**src/rtl/keylock_pkg.sv**
```systemverilog
// keylock_pkg: shared state encoding, key constants and counter sizing for the keylock engine
package keylock_pkg;
   typedef enum logic [2:0] {LOCKED, OPEN, PROG_NEW, PROG_CONFIRM, LOCKOUT} kl_state_e;
   localparam logic [3:0] KEY_STAR = 4'hA;
   localparam logic [3:0] KEY_HASH = 4'hB;
   function automatic int cnt_w(input int n);
      return (n > 2) ? $clog2(n) : 1;
   endfunction
endpackage

```
**src/rtl/digit_shift_buffer.sv**
```systemverilog
// digit_shift_buffer: BCD entry register that shifts digits in at the LSB and tracks count and overflow
module digit_shift_buffer #(
   parameter int DIGITS = 6
) (
   input  logic                  clk_i,
   input  logic                  rst_ni,
   input  logic                  clr_i,
   input  logic                  shift_i,
   input  logic [3:0]            digit_i,
   output logic [DIGITS*4-1:0]   code_o,
   output logic [3:0]            digit_cnt_o,
   output logic                  overflow_o
);
   logic [DIGITS*4-1:0] code_q;
   logic [DIGITS*4+3:0] shifted;
   logic [3:0]          cnt_q;
   logic                ovf_q;
   assign shifted     = {code_q, digit_i};
   assign code_o      = code_q;
   assign digit_cnt_o = cnt_q;
   assign overflow_o  = ovf_q;
   // clear wins; a digit past a full buffer drops the oldest one and flags overflow
   always_ff @(posedge clk_i or negedge rst_ni) begin
      if (!rst_ni) begin
         code_q <= '0;
         cnt_q  <= '0;
         ovf_q  <= 1'b0;
      end else if (clr_i) begin
         code_q <= '0;
         cnt_q  <= '0;
         ovf_q  <= 1'b0;
      end else if (shift_i) begin
         code_q <= shifted[DIGITS*4-1:0];
         cnt_q  <= (cnt_q == 4'(DIGITS)) ? cnt_q : cnt_q + 1'b1;
         ovf_q  <= ovf_q || (cnt_q == 4'(DIGITS));
      end
   end
endmodule

```
**src/rtl/keylock_engine.sv**
```systemverilog
// keylock_engine: code entry, master/user compare, user-code reprogramming and failure lockout
module keylock_engine import keylock_pkg::*; #(
   parameter int                  DIGITS         = 6,
   parameter logic [DIGITS*4-1:0] MASTER_CODE    = 24'h555116,
   parameter logic [DIGITS*4-1:0] DEFAULT_UC     = 24'h666666,
   parameter int                  MAX_FAIL       = 3,
   parameter int                  LOCKOUT_CYCLES = 36000000,
   parameter int                  TIMEOUT_CYCLES = 60000000
) (
   input  logic                           hwclk,
   input  logic                           resetN,
   input  logic [3:0]                     key,
   input  logic                           key_valid,
   output logic                           locked,
   output logic                           open,
   output logic                           prog,
   output logic                           lockout,
   output logic                           ok_pulse,
   output logic                           err_pulse,
   output logic [cnt_w(MAX_FAIL+1)-1:0]   fail_cnt,
   output logic [3:0]                     digit_cnt
);
   localparam int FW = cnt_w(MAX_FAIL + 1);
   localparam int LW = cnt_w(LOCKOUT_CYCLES);
   localparam int TW = cnt_w(TIMEOUT_CYCLES);
   kl_state_e           st_q, st_d;
   logic [FW-1:0]       fail_q, fail_d, fail_p1;
   logic [LW-1:0]       lo_q, lo_d;
   logic [TW-1:0]       to_q, to_d;
   logic [DIGITS*4-1:0] uc_q, uc_d, cand_q, cand_d, code;
   logic                ok_q, ok_d, err_q, err_d;
   logic                buf_clr, buf_shift, ovf;
   logic                is_star, is_hash, is_dig, timed, expire, wf, hit_m, hit_u, hit_c;
   digit_shift_buffer #(.DIGITS(DIGITS)) u_buf (
      .clk_i      (hwclk),
      .rst_ni     (resetN),
      .clr_i      (buf_clr),
      .shift_i    (buf_shift),
      .digit_i    (key),
      .code_o     (code),
      .digit_cnt_o(digit_cnt),
      .overflow_o (ovf)
   );
   assign is_star = key_valid && key == KEY_STAR;
   assign is_hash = key_valid && key == KEY_HASH;
   assign is_dig  = key_valid && key <= 4'd9;
   assign timed   = st_q == LOCKED || st_q == PROG_NEW || st_q == PROG_CONFIRM;
   assign expire  = timed && !key_valid && to_q == '0;
   assign wf      = digit_cnt == 4'(DIGITS) && !ovf;
   assign hit_m   = wf && code == MASTER_CODE;
   assign hit_u   = wf && code == uc_q;
   assign hit_c   = wf && code == cand_q;
   assign fail_p1 = fail_q + 1'b1;
   assign locked    = st_q == LOCKED || st_q == LOCKOUT;
   assign open      = st_q == OPEN;
   assign prog      = st_q == PROG_NEW || st_q == PROG_CONFIRM;
   assign lockout   = st_q == LOCKOUT;
   assign ok_pulse  = ok_q;
   assign err_pulse = err_q;
   assign fail_cnt  = fail_q;
   // state register
   always_ff @(posedge hwclk or negedge resetN) begin
      if (!resetN) st_q <= LOCKED;
      else         st_q <= st_d;
   end
   // next state: master beats user on submit, keys beat inactivity expiry
   always_comb begin
      st_d = st_q;
      unique case (st_q)
         LOCKED:       if (is_hash) st_d = hit_m ? PROG_NEW : hit_u ? OPEN :
                                           (fail_p1 == FW'(MAX_FAIL)) ? LOCKOUT : LOCKED;
         OPEN:         if (is_star) st_d = LOCKED;
         PROG_NEW:     if (is_star || expire || (is_hash && !wf)) st_d = LOCKED;
                       else if (is_hash) st_d = PROG_CONFIRM;
         PROG_CONFIRM: if (is_star || is_hash || expire) st_d = LOCKED;
         LOCKOUT:      if (lo_q == '0) st_d = LOCKED;
         default:      st_d = LOCKED;
      endcase
   end
   // pulses, counters, code registers and buffer control; a submit always consumes the entry
   always_comb begin
      ok_d      = is_hash && ((st_q == LOCKED && !hit_m && hit_u) || (st_q == PROG_CONFIRM && hit_c));
      err_d     = is_hash && ((st_q == LOCKED && !hit_m && !hit_u) || (st_q == PROG_NEW && !wf) ||
                              (st_q == PROG_CONFIRM && !hit_c));
      fail_d    = (st_q == LOCKED && is_hash) ? ((hit_m || hit_u) ? '0 : fail_p1) :
                  (st_q == LOCKOUT && lo_q == '0) ? '0 : fail_q;
      cand_d    = (st_q == PROG_NEW && is_hash && wf) ? code : cand_q;
      uc_d      = (st_q == PROG_CONFIRM && is_hash && hit_c) ? cand_q : uc_q;
      lo_d      = (st_q != LOCKOUT) ? LW'(LOCKOUT_CYCLES - 1) : (lo_q == '0) ? lo_q : lo_q - 1'b1;
      to_d      = (key_valid || !timed || expire) ? TW'(TIMEOUT_CYCLES - 1) : to_q - 1'b1;
      buf_clr   = is_star || is_hash || expire || st_d != st_q;
      buf_shift = is_dig && timed;
   end
   // datapath registers; user code is volatile and reverts on reset
   always_ff @(posedge hwclk or negedge resetN) begin
      if (!resetN) begin
         fail_q <= '0;
         lo_q   <= LW'(LOCKOUT_CYCLES - 1);
         to_q   <= TW'(TIMEOUT_CYCLES - 1);
         uc_q   <= DEFAULT_UC;
         cand_q <= '0;
         ok_q   <= 1'b0;
         err_q  <= 1'b0;
      end else begin
         fail_q <= fail_d;
         lo_q   <= lo_d;
         to_q   <= to_d;
         uc_q   <= uc_d;
         cand_q <= cand_d;
         ok_q   <= ok_d;
         err_q  <= err_d;
      end
   end
endmodule

```
**config.mk**
```make
export PLATFORM = sky130hd
export DESIGN_NAME = keylock_engine
export DESIGN_NICKNAME = d
export VERILOG_FILES = /design/src/rtl/keylock_pkg.sv /design/src/rtl/digit_shift_buffer.sv /design/src/rtl/keylock_engine.sv
export SDC_FILE = /design/constraint.sdc
export NUM_CORES = 1
export LEC_CHECK = 0
export ABC_AREA = 1
export BUFFER_PORTS_ARGS = -buffer_cell sky130_fd_sc_hd__clkbuf_2
export CAP_MARGIN = 20
export CORE_AREA = 4 4 119 121
export CTS_CLUSTER_DIAMETER = 200
export CTS_CLUSTER_SIZE = 10
export DETAILED_ROUTE_END_ITERATION = 6
export DIE_AREA = 0 0 123 125
export PLACE_DENSITY = 0.85
export SYNTH_ARGS = -nofsm -noshare
export SYNTH_HDL_FRONTEND = slang
export SYNTH_HIERARCHICAL = 1
export SYNTH_SLANG_ARGS = --single-unit
```
**constraint.sdc**
```tcl
create_clock -name hwclk -period 2.3 [get_ports hwclk]
set_input_delay 0.23 -clock hwclk [delete_from_list [all_inputs] [get_ports hwclk]]
set_output_delay 0.23 -clock hwclk [all_outputs]
set_load 0.02 [all_outputs]
```
* After elaboration in Yosys (flattened, before gate mapping)
Index checks and enable logic that the tools add are counted.
** Word-level totals
- Memories :: 0
- Output and inout bits :: 12
- Input port bits :: 7
- Bits in latches :: 0
- Logic and storage cells :: 108
- Register bits after elaboration :: 136
- Memory bits (writable) :: 0
- Bits in read-only memories :: 0
** Operators by class
- Eq/ne operators :: 15
- Reduce and logical (&&, ||, !) cells :: 54
- Div/mod/pow operators :: 0
- $add $sub $neg :: 4
- Shift-type cells :: 0
- Bitwise gates (word level) :: 0
- Multipliers :: 0
- Multiplexer cells :: 23
- $lt $le $gt $ge :: 1
** Operators with widths (number)
- 26-bit 2-to-1 mux :: 3
- 26-bit logical NOT :: 2
- 26-bit by 1-bit subtractor with 26-bit output (second input constant) :: 2
- 24-bit == test :: 2
- 24-bit 2-to-1 mux :: 2
- 3-bit 2-to-1 mux :: 9
- 1-bit logical AND :: 25
- 24-bit by 23-bit == test with 1-bit output (second input constant) :: 1
- 1-bit logical OR :: 16
- 3-bit case mux with 5 select lines :: 1
- 4-bit 2-to-1 mux :: 3
- 4-bit == test (second input constant) :: 2
- 1-bit logical NOT :: 7
- 3-bit by 2-bit == test with 1-bit output (second input constant) :: 2
- 2-bit 2-to-1 mux :: 3
- 4-bit by 1-bit adder with 4-bit output (second input constant) :: 1
- 4-bit by 3-bit == test with 1-bit output (second input constant) :: 1
- 4-bit less-or-equal comparator (second input constant) :: 1
- 2-bit nonzero test :: 2
- 3-bit by 1-bit == test with 1-bit output (second input constant) :: 1
- 3-bit == test (second input constant) :: 1
- 3-bit logical NOT :: 1
- 3-bit != test :: 1
- 3-bit != test (second input constant) :: 1
- other kinds (6) :: 7

* Logic depth before layout (Yosys ltp)
Gate-level depths: netlist of run 1.
- Depth after elaboration :: 13
- Gate-level depth with buffers :: 14
- Depth with buffers taken out :: 14

* Modules after synthesis
Netlist of run 1, hierarchy kept.
** Modules (own cells, without submodules)
- keylock_engine :: area an instance 6397.4 µm², seq. area each 2731.4 µm², cells an instance 929, instances 1
- digit_shift_buffer :: area an instance 1273.7 µm², seq. area each 725.7 µm², cells an instance 124, instances 1

* Worst setup path after synthesis of run 1
Ideal clock, no wire load.
- Path type :: register to register
- Start :: register to_q[0]
- End :: register u_buf.code_q[2], in the netlist u_buf/code_o[2]
- Cell stages (with the launch flop) :: 15
- Arrival :: 1983 ps
- Required time :: 2226 ps
- Period minus slack after synthesis :: 2057 ps
- Buffers on the path :: 1
- Library setup time :: 74 ps
- Path slack :: 243 ps
- Path through :: dfstp_2 inv_1 ha_1 nand2_1 nor2_1 nand2_1 nor2_1 nand2_1 nor2_1 nor2_1 nand2_1 nor2_4 inv_2 buf_6 o21ai_2
** On the way
- Cells in the longest elaborated chain, start to end :: 9
- Elaborated cells between the ends (all ways) :: 12
- Those cells by class :: eq/ne: 1; mux: 4; reduce/logical: 7
** Ends and longest elaborated chain
- from (decl) :: line keylock_engine.sv:29 : logic [TW-1:0] to_q, to_d;
- from (signal assigned) :: line keylock_engine.sv:99 : to_q <= TW'(TIMEOUT_CYCLES - 1);
- from (signal assigned) :: line keylock_engine.sv:107 : to_q <= to_d;
- 26-bit logical NOT * :: line keylock_engine.sv:48 : assign expire = timed && !key_valid && to_q == '0;
- 1-bit logical AND * :: line keylock_engine.sv:48
- 1-bit logical OR (2 in a row) :: line keylock_engine.sv:73 : PROG_NEW: if (is_star || expire || (is_hash && !wf)) st_d = LOCKED;
- 3-bit 2-to-1 mux :: line keylock_engine.sv:73
- 3-bit case mux with 5 select lines :: line keylock_engine.sv:69 : unique case (st_q)
- 3-bit != test :: line keylock_engine.sv:91 : buf_clr = is_star || is_hash || expire || st_d != st_q;
- 1-bit logical OR * :: line keylock_engine.sv:91
- via buf_clr :: line keylock_engine.sv:32 : logic buf_clr, buf_shift, ovf;
- 24-bit 2-to-1 mux or 2-bit nonzero test (tied branches)
- to (signal assigned) :: line digit_shift_buffer.sv:33 : code_q <= shifted[DIGITS*4-1:0];
- to (decl) :: line digit_shift_buffer.sv:14 : logic [DIGITS*4-1:0] code_q;
The timed path passes the listed nets; every way through them passes the cells marked *.
A chain may end at the register's enable or synchronous reset.

* Worst setup path in the final report of run 1
- Start :: register to_q[0]
- End :: register u_buf.code_q[5], in the netlist u_buf/code_o[5]
Same word-level chain as after synthesis.

==> metrics.log, run 1 <==
[metrics] Initial DRT Pass Iterations: 6
[metrics] detailed-route wire length per cell: 14.4 um
[metrics] actual slew at the worst max-slew pin: ~550 ps
[metrics] Final Skew: 9.11 ps
[metrics] per-instance average area after synthesis: 7.29 sq um
[metrics] Peak supply drop: 812 uV
[metrics] cell area reported after detailed placement: 0.00799 sq mm
[metrics] proportion of netlist area held by the largest area contributor: 30.3%
[metrics] cell area power density: 829 mW/mm^2
[metrics] share of power burned in the clock network: 38.5%
[metrics] Die Wd: 123 um
[metrics] starting density of the core: a little under 60%
[metrics] via total after detailed routing: 6841
[metrics] hold worst-path end: u_buf/code_o[1]$_DFFE_PN0P_
[metrics] final net count: 1104
[metrics] maximum net fanout on the critical path: 20
[metrics] Gate power share: 20.1%
[metrics] final worst path period share: 95.3%
[metrics] footprint of the multi-input gates: between 0.003 and 0.004 sq mm
[metrics] source of the worst register-to-register timing path: to_q[0]$_DFF_PN1_
[metrics] final setup TNS: 0 ps
[metrics] yosys synthesis warning count: 6
[metrics] area of all sequential standard cells: 0.00346 sq mm
[metrics] initial detailed-routing violation count: 668
[metrics] switching pwr: ~2.3 mW
[metrics] type of the worst setup path: register to register
[metrics] Max transition margin: 63.3%
[metrics] worst hold path depth: 3
[metrics] CTS tree: done
[metrics] wirelength, routed: 18.4 mm
[metrics] synthesized flop and latch total: 136
[metrics] antenna violations before repair: 0
[metrics] most frequent standard cell in the layout excluding fill and tap cells: sky130_fd_sc_hd__nand2_1
[metrics] die footprint: 0.0154 sq mm
[metrics] layout overhead on the synthesized area: 12.7%
[metrics] status: completed
[metrics] total leakage power: 4.27 nW
[metrics] total of buffers placed on input and output ports: 18
[metrics] worst setup slack for register-to-register paths: 110 ps
[metrics] combined area of all synthesized cells: 0.00767 sq mm
[metrics] switch share: 32.4%
[metrics] diode insertion count for antenna repair: 0
[metrics] pin count of the biggest net entering global routing: 57
[metrics] half-perimeter wire length after detailed placement: around 13 mm
[metrics] most area-hungry cell type in the Yosys netlist: sky130_fd_sc_hd__dfrtp_1
[metrics] top area cells in the synthesized netlist: sky130_fd_sc_hd__dfrtp_1 (30%), sky130_fd_sc_hd__nand2_1 (17%), sky130_fd_sc_hd__dfstp_2 (15%), sky130_fd_sc_hd__inv_1 (7.2%), sky130_fd_sc_hd__nor2_1 (6.7%)
[metrics] vias in the first global route: 6583
[metrics] root buf cell: sky130_fd_sc_hd__clkbuf_16
[metrics] final weighted congestion of routability-driven global placement: approximately 0.93
[metrics] count of filler cells inserted in the layout: 1020
[metrics] final count of hold timing violations: 0
[metrics] RR Endpoint: u_buf/code_o[5]$_DFFE_PN0P_
[metrics] number of pins with negative max-slew slack in the final report: 0
[metrics] critical path data required time: ~2600 ps
[metrics] R2R depth: 13
[metrics] GR Util All Layers: 25.3%
[metrics] TritonCTS Buffers: 17
[metrics] fraction of the yosys area taken by sequential cells: 45.1%
[metrics] die height: 125 um
[metrics] depth of the CTS H-tree: 4
[metrics] Distinct cells, synth: 43
[metrics] GR Overflow Total: 0
[metrics] layout cells sized above 1: 14.2%
[metrics] CP startpoint kind: register
[metrics] count of nets left with antenna violations after detail routing: 0
[metrics] final period demand of the worst path: 2190 ps
[metrics] post-DR vias/cell: 5.34
[metrics] cell internal pwr: 4.85 mW
[metrics] placeable core area: 0.0131 sq mm
[metrics] Reg power frac: 41.4%
[metrics] Max Fclk: 456 MHz
[metrics] number of clock sinks seen by CTS: 136
[metrics] register clock-pin slew on the reported worst setup and hold paths: 60 ps
[metrics] most frequent cells in the layout: sky130_fd_sc_hd__nand2_1 (345), sky130_fd_sc_hd__inv_1 (148), sky130_fd_sc_hd__nor2_1 (134), sky130_fd_sc_hd__dfrtp_1 (93), sky130_fd_sc_hd__nand3_1 (71)
[metrics] num ports: 19
[metrics] post-synthesis instance total: around 1100
[metrics] Layout Cell Area excl Fill: 0.00865 sq mm
[metrics] kind of end point of the critical path: register
[metrics] nets in the synthesized netlist: 1065
[metrics] Longest Clk Path Bufs: 2
[metrics] wire length of the first global-routing pass: 31.1 mm
[metrics] insertion delay of the later-clocked pin in the worst-skew pair: 430 ps
[metrics] Setup Viol. Count Final: 0
[metrics] standard-cell rows: 42
[metrics] total of max-cap violations: 0
[metrics] CP arrival: 2520 ps
[metrics] DRC Markers: 0
[metrics] classification of the worst-slack hold path: input port to register
[metrics] Hold Crit Start: key[1]
cell usage after synthesis (all sizes together):
| cell type | instances |
|---|---|
| a2111oi | 1 |
| a21boi | 1 |
| a21oi | 13 |
| a31oi | 1 |
| and3 | 1 |
| buf | 19 |
| clkbuf | 3 |
| clkinv | 1 |
| dfrtp | 93 |
| dfstp | 43 |
| ha | 5 |
| inv | 157 |
| mux2 | 1 |
| nand2 | 351 |
| nand3 | 72 |
| nand3b | 6 |
| nand4 | 9 |
| nor2 | 146 |
| nor3 | 17 |
| nor3b | 1 |
| nor4 | 5 |
| o21a | 1 |
| o21ai | 50 |
| o21bai | 1 |
| o22ai | 16 |
| o31ai | 2 |
| or2 | 2 |
| xnor2 | 16 |
| xor2 | 19 |
power groups by stage:
| stage | combinational, mW | clock, mW | sequential [mW] |
|---|---|---|---|
| floorplan | 0.971 | 0 | 2.95 |
| global placement | 1.36 | 0 | 2.99 |
| detailed placement | 1.40 | 0 | 3.00 |
| CTS | 1.42 | 2.78 | 2.96 |
| global route | 1.63 | 2.91 | 3.00 |
| finish | 1.44 | 2.76 | 2.97 |
worst max-delay path, stage by stage (launching register included):
cell                      delay (ps)
sky130_fd_sc_hd__dfstp_2         560
sky130_fd_sc_hd__inv_1            60
sky130_fd_sc_hd__ha_1            230
sky130_fd_sc_hd__nand2_1          90
sky130_fd_sc_hd__nor2_1           50
sky130_fd_sc_hd__nand2_1         100
sky130_fd_sc_hd__nor2_1           60
sky130_fd_sc_hd__nand2_1          80
sky130_fd_sc_hd__nor2_1           50
sky130_fd_sc_hd__nor2_2          130
sky130_fd_sc_hd__nand2_2         150
sky130_fd_sc_hd__nor2_4          220
sky130_fd_sc_hd__inv_6           120
sky130_fd_sc_hd__o22ai_1         170
per-stage QoR:
stage	setup slack [ps]	utilization, %	cells	total power [mW]	hold slack (ps)
2_1_floorplan	243	-	1053	3.92	-65.6
3_3_place_gp	50.6	61.0	1244	4.35	231
3_5_place_dp	-57.7	61.0	1244	4.40	232
4_1_cts	79.8	65.7	1277	7.17	97.9
5_1_grt	-1.65	66.1	1281	7.54	123
6_report	109	66.1	1281	7.17	128
sequential cells by signal (all words and copies together), names as in the netlist:
name               cells
lo_q                  26
to_q                  26
cand_q                24
u_buf/code_o          24
uc_q                  24
u_buf/digit_cnt_o      4
st_q                   3
fail_cnt               2
err_pulse              1
ok_pulse               1
u_buf/overflow_o       1
worst max-delay path by stage:
stage                 startpoint                            to  slack, ps  depth (start not counted)
2_1_floorplan  to_q[0]$_DFF_PN1_   u_buf/code_o[2]$_DFFE_PN0P_        240                         14
3_3_place_gp   to_q[0]$_DFF_PN1_   u_buf/code_o[4]$_DFFE_PN0P_         50                         13
3_5_place_dp   to_q[0]$_DFF_PN1_   u_buf/code_o[5]$_DFFE_PN0P_        -60                         13
4_1_cts        to_q[0]$_DFF_PN1_  u_buf/code_o[19]$_DFFE_PN0P_         80                         13
5_1_grt        to_q[0]$_DFF_PN1_  u_buf/code_o[22]$_DFFE_PN0P_         -2                         14
6_report       to_q[0]$_DFF_PN1_   u_buf/code_o[5]$_DFFE_PN0P_        110                         13
cell families (layout without fill, tap and decap cells):
| kind of cell | Yosys count | count (layout) | synth area share, % |
|---|---|---|---|
| AND/OR/NAND/NOR | 610 | 610 | 33.3 |
| buffers and inverters | 180 | 232 | 9.93 |
| flip-flops | 136 | 136 | 45.1 |
| AO/OA/AOI/OAI | 86 | 86 | 6.79 |
| XOR/XNOR | 35 | 35 | 4.00 |
| adder cells (fa/ha/maj) | 5 | 5 | 0.816 |
| multiplexers | 1 | 1 | 0.147 |
layout make-up:
class | count | area share [%]
clock inverter | 10 | 1.36
sequential | 136 | 40.0
tap | 176 | 2.55
timing repair buffer | 42 | 3.37
inverter | 158 | 6.97
clock buffer | 22 | 5.60
multi-input combinational | 737 | 40.2
layer usage:
metal	track usage, %	wire [um]	up-vias
li1	-	-	3342
met1	33.5	7850	3213
met2	41.1	8990	232
met4	8.93	507	0
met3	5.51	1080	54
met5	0	0	-
what timing repair did:
item,4_1_cts,5_1_grt
hold buffers,1,0
pin swaps,0,2
setup endpoints to repair,20,24
resized for setup,2,5
endpoints found under the hold margin,43,0
setup buffers,0,4
Note: power is estimated with default switching activity, not from simulation.
==> run 2: changes to the inputs <==
--- a/config.mk
+++ b/config.mk
@@ -9,11 +9,14 @@
 export BUFFER_PORTS_ARGS = -buffer_cell sky130_fd_sc_hd__clkbuf_2
 export CAP_MARGIN = 20
 export CORE_AREA = 4 4 119 121
+export CTS_BUF_LIST = sky130_fd_sc_hd__clkbuf_8
 export CTS_CLUSTER_DIAMETER = 200
 export CTS_CLUSTER_SIZE = 10
 export DETAILED_ROUTE_END_ITERATION = 6
 export DIE_AREA = 0 0 123 125
+export MAX_ROUTING_LAYER = met4
 export PLACE_DENSITY = 0.85
+export REMOVE_ABC_BUFFERS = 1
 export SYNTH_ARGS = -nofsm -noshare
 export SYNTH_HDL_FRONTEND = slang
 export SYNTH_HIERARCHICAL = 1
==> run 2 against run 1 <==
Non-clock buffer count is 2 lower. Combinational power barely moved. Die area did not move. Utilization decreased by 1.7 points. Cell count is 0.16% lower. Via count is 2.4% lower. Maximum frequency grew 4.1%. Clock skew is 7.5 ps higher. Sequential power is essentially flat. Power shrank 9.9%. Worst setup slack improved by 87 ps. Critical path type unchanged. Critical endpoint is now u_buf/code_o[14]$_DFFE_PN0P_. Largest power group unchanged.
==> metrics.log, run 2 (synthesis results as in run 1) <==
[metrics] Final Skew: 16.6 ps
[metrics] total of max-cap violations: 0
[metrics] depth of the CTS H-tree: 4
[metrics] worst setup slack for register-to-register paths: 200 ps
[metrics] die footprint: 0.0154 sq mm
[metrics] number of clock sinks seen by CTS: 136
[metrics] pin count of the biggest net entering global routing: 63
[metrics] count of filler cells inserted in the layout: ~1100
[metrics] detailed-route wire length per cell: 13.8 um
[metrics] kind of end point of the critical path: register
[metrics] wirelength, routed: 17.7 mm
[metrics] GR Overflow Total: 0
[metrics] root buf cell: sky130_fd_sc_hd__clkbuf_8
[metrics] Max Fclk: around 480 MHz
[metrics] unrepaired setup endpoints after global routing: no
[metrics] critical path data required time: 2670 ps
[metrics] diode insertion count for antenna repair: 0
[metrics] Layout Cell Area excl Fill: 0.00843 sq mm
[metrics] status: completed
[metrics] non-filler cells, final: 1279
[metrics] Hold Worst Slack: 76.8 ps
[metrics] wire length of the first global-routing pass: a little over 30 mm
[metrics] via total after detailed routing: roughly 6700
[metrics] most frequent standard cell in the layout excluding fill and tap cells: sky130_fd_sc_hd__nand2_1
[metrics] final worst path period share: 91.5%
[metrics] CP arrival: 2470 ps
[metrics] Longest Clk Path Bufs: 2
[metrics] maximum net fanout on the critical path: 20
[metrics] placeable core area: 0.0131 sq mm
[metrics] register clock-pin slew on the reported worst setup and hold paths: 90 ps
[metrics] Setup Viol. Count Final: 0
[metrics] half-perimeter wire length after detailed placement: 12.7 mm
[metrics] final weighted congestion of routability-driven global placement: 0.915
[metrics] initial detailed-routing violation count: 658
[metrics] placed cell count: ~1200
[metrics] Initial DRT Pass Iterations: 5
[metrics] final net count: 1102
[metrics] worst hold path depth: 3
[metrics] total leakage power: 4.17 nW
[metrics] cell area power density: 767 mW/mm^2
[metrics] layout overhead on the synthesized area: 9.85%
[metrics] standard-cell rows: 42
[metrics] final period demand of the worst path: 2100 ps
[metrics] count of nets left with antenna violations after detail routing: 0
[metrics] Peak supply drop: 557 uV
[metrics] post-DR vias/cell: 5.22
[metrics] CP startpoint kind: register
[metrics] Hold Crit Start: key[0]
[metrics] biggest regs: lo_q: 26 flops, to_q: 26 flops
[metrics] R2R depth: 13
[metrics] antenna violations before repair: 0
[metrics] final count of hold timing violations: 0
[metrics] Die Wd: 123 um
[metrics] Max transition margin: about three fifths
[metrics] number of pins with negative max-slew slack in the final report: 0
[metrics] starting density of the core: 58.6%
[metrics] classification of the worst-slack hold path: input port to register
[metrics] die height: 125 um
[metrics] DRC Markers: 0
[metrics] actual slew at the worst max-slew pin: 575 ps
[metrics] cell area reported after detailed placement: between 0.007 and 0.008 sq mm
[metrics] num ports: 19
[metrics] GR Util All Layers: 25.4%
[metrics] Worst Setup Slack post-DPL: 30.2 ps
[metrics] CTS tree: done
[metrics] source of the worst register-to-register timing path: to_q[0]$_DFF_PN1_
[metrics] hold worst-path end: u_buf/code_o[0]$_DFFE_PN0P_
[metrics] insertion delay of the later-clocked pin in the worst-skew pair: 450 ps
[metrics] total of buffers placed on input and output ports: 18
[metrics] layout cells sized above 1: 14.0%
[metrics] type of the worst setup path: register to register
[metrics] TritonCTS Buffers: 17
[metrics] vias in the first global route: 6388
[metrics] final worst-path setup slack: 196 ps
[metrics] most frequent cells in the layout: sky130_fd_sc_hd__nand2_1 (345), sky130_fd_sc_hd__inv_1 (150), sky130_fd_sc_hd__nor2_1 (134), sky130_fd_sc_hd__dfrtp_1 (93), sky130_fd_sc_hd__nand3_1 (71)
[metrics] RR Endpoint: u_buf/code_o[14]$_DFFE_PN0P_
-- run 2: layout make-up --
cell class	count	area [sq um]	area share (%)
well taps	176	220	2.61
inverters	158	601	7.13
clock inverters	15	176	2.09
flip-flops and latches	136	3460	41.0
multi-input cells	737	3470	41.2
clock buffers	17	234	2.78
repair buffers	40	264	3.13
-- run 2: how the worst max path moves through the flow --
stage	from	end	slack, ps	depth (start not counted)
after detailed placement	lo_q[0]$_DFFE_PN1N_	u_buf/code_o[13]$_DFFE_PN0P_	30	11
after CTS	lo_q[0]$_DFFE_PN1N_	u_buf/code_o[14]$_DFFE_PN0P_	4	11
final	to_q[0]$_DFF_PN1_	u_buf/code_o[14]$_DFFE_PN0P_	200	13
after global placement	lo_q[0]$_DFFE_PN1N_	u_buf/code_o[15]$_DFFE_PN0P_	100	11
after global routing	to_q[0]$_DFF_PN1_	u_buf/code_o[14]$_DFFE_PN0P_	0.8	13
after floorplan	st_q[2]$_DFF_PN0_	u_buf/code_o[12]$_DFFE_PN0P_	-720	5
-- run 2: critical path, cell delays in order (launching register included) --
cell and delay, ps:
sky130_fd_sc_hd__dfstp_2 570, sky130_fd_sc_hd__inv_1 70, sky130_fd_sc_hd__ha_1 220, sky130_fd_sc_hd__nand2_1 90
sky130_fd_sc_hd__nor2_1 50, sky130_fd_sc_hd__nand2_1 90, sky130_fd_sc_hd__nor2_1 60, sky130_fd_sc_hd__nand2_1 80
sky130_fd_sc_hd__nor2_1 50, sky130_fd_sc_hd__nor2_2 120, sky130_fd_sc_hd__nand2_2 130, sky130_fd_sc_hd__clkinv_4 140
sky130_fd_sc_hd__nand2_8 120, sky130_fd_sc_hd__o22ai_1 220
-- run 2: per-stage QoR --
step	power [mW]	utilization, %	TNS, ps
after floorplan	3.89	-	-23630
after global placement	4.35	61.0	0
after detailed placement	4.40	61.0	0
after CTS	6.46	64.2	0
after global routing	6.85	64.4	0
final	6.46	64.4	0
-- run 2: repair_timing --
item | in CTS | in global routing
pin swaps | 0 | 1
hold buffers | 1 | 0
endpoints found under the setup margin | 1 | 24
hold endpoints to repair | 45 | 0
gates resized for setup | 1 | 7
setup buffers | 0 | 1
-- run 2: where the power goes --
part,switching [mW],internal [mW]
logic,0.929,0.515
clock network,0.987,1.08
registers,0.337,2.61
-- run 2: routing by layer --
metal	track usage [%]	vias to the layer above	wire, um	part of all wire (%)
met2	38.0	183	8120	46
li1	-	3333	-	-
met3	5.19	26	930	5.3
met4	5.99	0	263	1.5
met1	35.9	3132	8360	47
met5	-	-	0	0
==> run 3: changes to the inputs <==
--- a/config.mk
+++ b/config.mk
@@ -15,9 +15,9 @@
 export DETAILED_ROUTE_END_ITERATION = 6
 export DIE_AREA = 0 0 123 125
 export MAX_ROUTING_LAYER = met4
-export PLACE_DENSITY = 0.85
+export PLACE_DENSITY = 0.86
+export RECOVER_POWER = 25
 export REMOVE_ABC_BUFFERS = 1
 export SYNTH_ARGS = -nofsm -noshare
 export SYNTH_HDL_FRONTEND = slang
-export SYNTH_HIERARCHICAL = 1
 export SYNTH_SLANG_ARGS = --single-unit
==> run 3 against run 2 <==
Critical path depth decreased by 4. Clock power rose by 20%. Clock skew is 4.4 ps lower. Area after synthesis increased by 0.80%. Highest routed layer unchanged. Via count grew 3.4%. Combinational power up 25%. Flip-flop and latch count stayed put. Worst setup slack improved by 9.4 ps. Register-to-register slack is essentially flat.
==> metrics.log, run 3 <==
[metrics] status: completed
[metrics] number of clock sinks seen by CTS: 136
[metrics] final weighted congestion of routability-driven global placement: 0.982
[metrics] layout overhead on the synthesized area: 10.5%
[metrics] final count of hold timing violations: 0
[metrics] synthesized flop and latch total: ~140
[metrics] top-count cell post-synth: sky130_fd_sc_hd__nand2_1
[metrics] unrepaired setup endpoints after global routing: no
[metrics] Final Skew: 12.2 ps
[metrics] actual slew at the worst max-slew pin: 1440 ps
[metrics] critical path data required time: 2650 ps
[metrics] placed cell count: approximately 1300
[metrics] most area-hungry cell type in the Yosys netlist: sky130_fd_sc_hd__dfrtp_1
[metrics] die height: 125 um
[metrics] top area cells in the synthesized netlist: sky130_fd_sc_hd__dfrtp_1 (30%), sky130_fd_sc_hd__nand2_1 (17%), sky130_fd_sc_hd__dfstp_2 (15%), sky130_fd_sc_hd__nor2_1 (8.1%), sky130_fd_sc_hd__inv_1 (5.6%)
[metrics] most frequent cells in the layout: sky130_fd_sc_hd__nand2_1 (355), sky130_fd_sc_hd__nor2_1 (166), sky130_fd_sc_hd__inv_1 (116), sky130_fd_sc_hd__dfrtp_1 (93), sky130_fd_sc_hd__nand3_1 (75)
[metrics] final worst path period share: 91.1%
[metrics] yosys synthesis warning count: 0
[metrics] placeable core area: 0.0131 sq mm
[metrics] Hold Worst Slack: approximately 110 ps
[metrics] combined area of all synthesized cells: between 0.007 and 0.008 sq mm
[metrics] post-DR vias/cell: ~5.3
[metrics] wirelength, routed: 18.3 mm
[metrics] number of pins with negative max-slew slack in the final report: 0
[metrics] wire length of the first global-routing pass: 31.2 mm
[metrics] maximum net fanout on the critical path: 7
[metrics] Setup Viol. Count Final: 0
[metrics] Initial DRT Pass Iterations: 6
[metrics] cell breakdown of the critical path: inv_1, ha_1, nand2_1, nor2_1, inv_1, nor2_1, nand4_1, o21ai_0, nand2_1
[metrics] top_reg_cell synth: sky130_fd_sc_hd__dfrtp_1
[metrics] type of the worst setup path: register to register
[metrics] cell area power density: roughly 860 mW/mm^2
[metrics] post-synthesis instance total: around 1100
[metrics] vias in the first global route: between 6000 and 7000
[metrics] Distinct cells, synth: 38
[metrics] Async SR Flop Fraction: 100%
[metrics] Peak supply drop: 505 uV
[metrics] GR Util All Layers: 26.1%
[metrics] starting density of the core: around 59%
[metrics] half-perimeter wire length after detailed placement: 12.5 mm
[metrics] Longest Clk Path Bufs: 2
[metrics] final setup TNS: 0 ps
[metrics] Layout Cell Area excl Fill: between 0.008 and 0.009 sq mm
[metrics] root buf cell: sky130_fd_sc_hd__clkbuf_8
[metrics] biggest regs: lo_q: 26 flops, to_q: 26 flops
[metrics] insertion delay of the later-clocked pin in the worst-skew pair: 470 ps
[metrics] via total after detailed routing: 6901
[metrics] Max Fclk: 477 MHz
[metrics] total power: 7.31 mW
[metrics] layout cells sized above 1: 14.1%
[metrics] final net count: roughly 1100
[metrics] number of enable flip-flop cells after synthesis: 0
[metrics] total leakage power: 4.10 nW
[metrics] non-filler cells, final: 1299
[metrics] die footprint: 0.0154 sq mm
[metrics] Worst Setup Slack post-DPL: 199 ps
[metrics] stage delay of the slowest cell on the critical path: 390 ps
[metrics] most frequent standard cell in the layout excluding fill and tap cells: sky130_fd_sc_hd__nand2_1
[metrics] depth of the CTS H-tree: 4
[metrics] per-instance average area after synthesis: 7.15 sq um
[metrics] cell area reported after detailed placement: 0.00803 sq mm
[metrics] DRC Markers: 0
[metrics] Die Wd: 123 um
[metrics] standard-cell rows: 42
[metrics] total of buffers placed on input and output ports: 18
[metrics] final cell utilization of the core: 65.3%
[metrics] proportion of netlist area held by the largest area contributor: 30.1%
[metrics] CP arrival: around 2500 ps
[metrics] classification of the worst-slack hold path: input port to register
[metrics] num ports: 19
[metrics] initial detailed-routing violation count: 833
[metrics] cell type of the slowest stage on the worst timing path: sky130_fd_sc_hd__dfstp_2
[metrics] TritonCTS Buffers: 17
[metrics] CP startpoint kind: register
[metrics] fraction of the yosys area taken by sequential cells: 44.7%
[metrics] GR Overflow Total: 0
[metrics] Max transition margin: 3.87%
[metrics] detailed-route wire length per cell: 14.1 um
[metrics] register clock-pin slew on the reported worst setup and hold paths: 80 ps
[metrics] pin count of the biggest net entering global routing: 57
[metrics] antenna violations before repair: 0
[metrics] final period demand of the worst path: 2090 ps
[metrics] top post-synthesis cells by count: sky130_fd_sc_hd__nand2_1 (355), sky130_fd_sc_hd__nor2_1 (166), sky130_fd_sc_hd__inv_1 (116)
[metrics] CTS tree: done
[metrics] total of max-cap violations: 0
[metrics] kind of end point of the critical path: register
[metrics] final worst-path setup slack: 205 ps
[metrics] count of nets left with antenna violations after detail routing: 0
[metrics] diode insertion count for antenna repair: 0
==> run 3: cell count changes in the layout (fill, tap and decap cells not counted), sizes merged, moves of 7 or more <==
cell   previous run  this run
nor2            146       182
o22ai            16         0
o21ai            50        72
buf              22        15
nand2           351       360
or2               2        12
inv             162       128
==> run 3: final timing paths <==
path                       cells after the start  slack [ps]           startpoint                           to
max                                            9         210  lo_q[0]$_DFFE_PN1N_            st_q[2]$_DFF_PN0_
min                                            3         110               key[0]  u_buf.code_o[0]$_DFFE_PN0P_
max reg2reg                                    9         210  lo_q[0]$_DFFE_PN1N_            st_q[2]$_DFF_PN0_
min reg2reg                                    1         460    to_q[0]$_DFF_PN1_            to_q[0]$_DFF_PN1_
max in group asynchronous                      3         570               resetN           to_q[20]$_DFF_PN1_
min in group asynchronous                      2         640               resetN        cand_q[9]$_DFFE_PN0P_
==> run 3: layout make-up <==
class / count / area (sq um)
Clock buffer: 21 / 289
Sequential cell: 136 / 3460
Multi-Input combinational cell: 793 / 3640
Inverter: 128 / 480
Timing Repair Buffer: 34 / 238
Tap cell: 176 / 220
Fill cell: 1048 / 4540
Clock inverter: 11 / 216
==> run 3: power by group <==
group          total (mW)  internal [mW]  switching (mW)
Sequential           3.02           2.66           0.352
Clock                2.49           1.52           0.977
Combinational        1.80          0.628            1.17
Total                7.31           4.81            2.50
==> run 3: cells by family (layout without fill, tap and decap cells) <==
kind of cell               Yosys count  count (layout)  share of synthesized area [%]
buffers and inverters              152             194                           8.28
xor gates and xnor gates            29              29                           3.28
AOI/OAI and AO/OA                   96              96                           6.47
DFF                                136             136                           44.7
adders and majority gates            5               5                          0.809
and+or+nand+nor                    663             663                           36.4
==> run 3: repair_timing <==
| action | 4_1_cts | 5_1_grt |
|---|---|---|
| hold endpoints to repair | 36 | 0 |
| setup endpoints to repair | 0 | 22 |
| gates resized for setup | 0 | 1 |
| setup buffers | 0 | 0 |
| hold buffers | 1 | 0 |
==> run 3: routing by layer <==
layer,global-route usage (%),wire length (um),up-vias
li1,-,-,3419
met3,5.87,1280,40
met5,-,0,-
met4,10.2,446,0
met2,38.5,8530,257
met1,35.1,8070,3185
==> run 3: critical path, delay by kind of cell, from the launching register on <==
family	cells	cell delay, ps
compound gates	1	270
buf+inv	2	230
fa+ha+maj	1	270
flops	1	390
simple gates	5	830
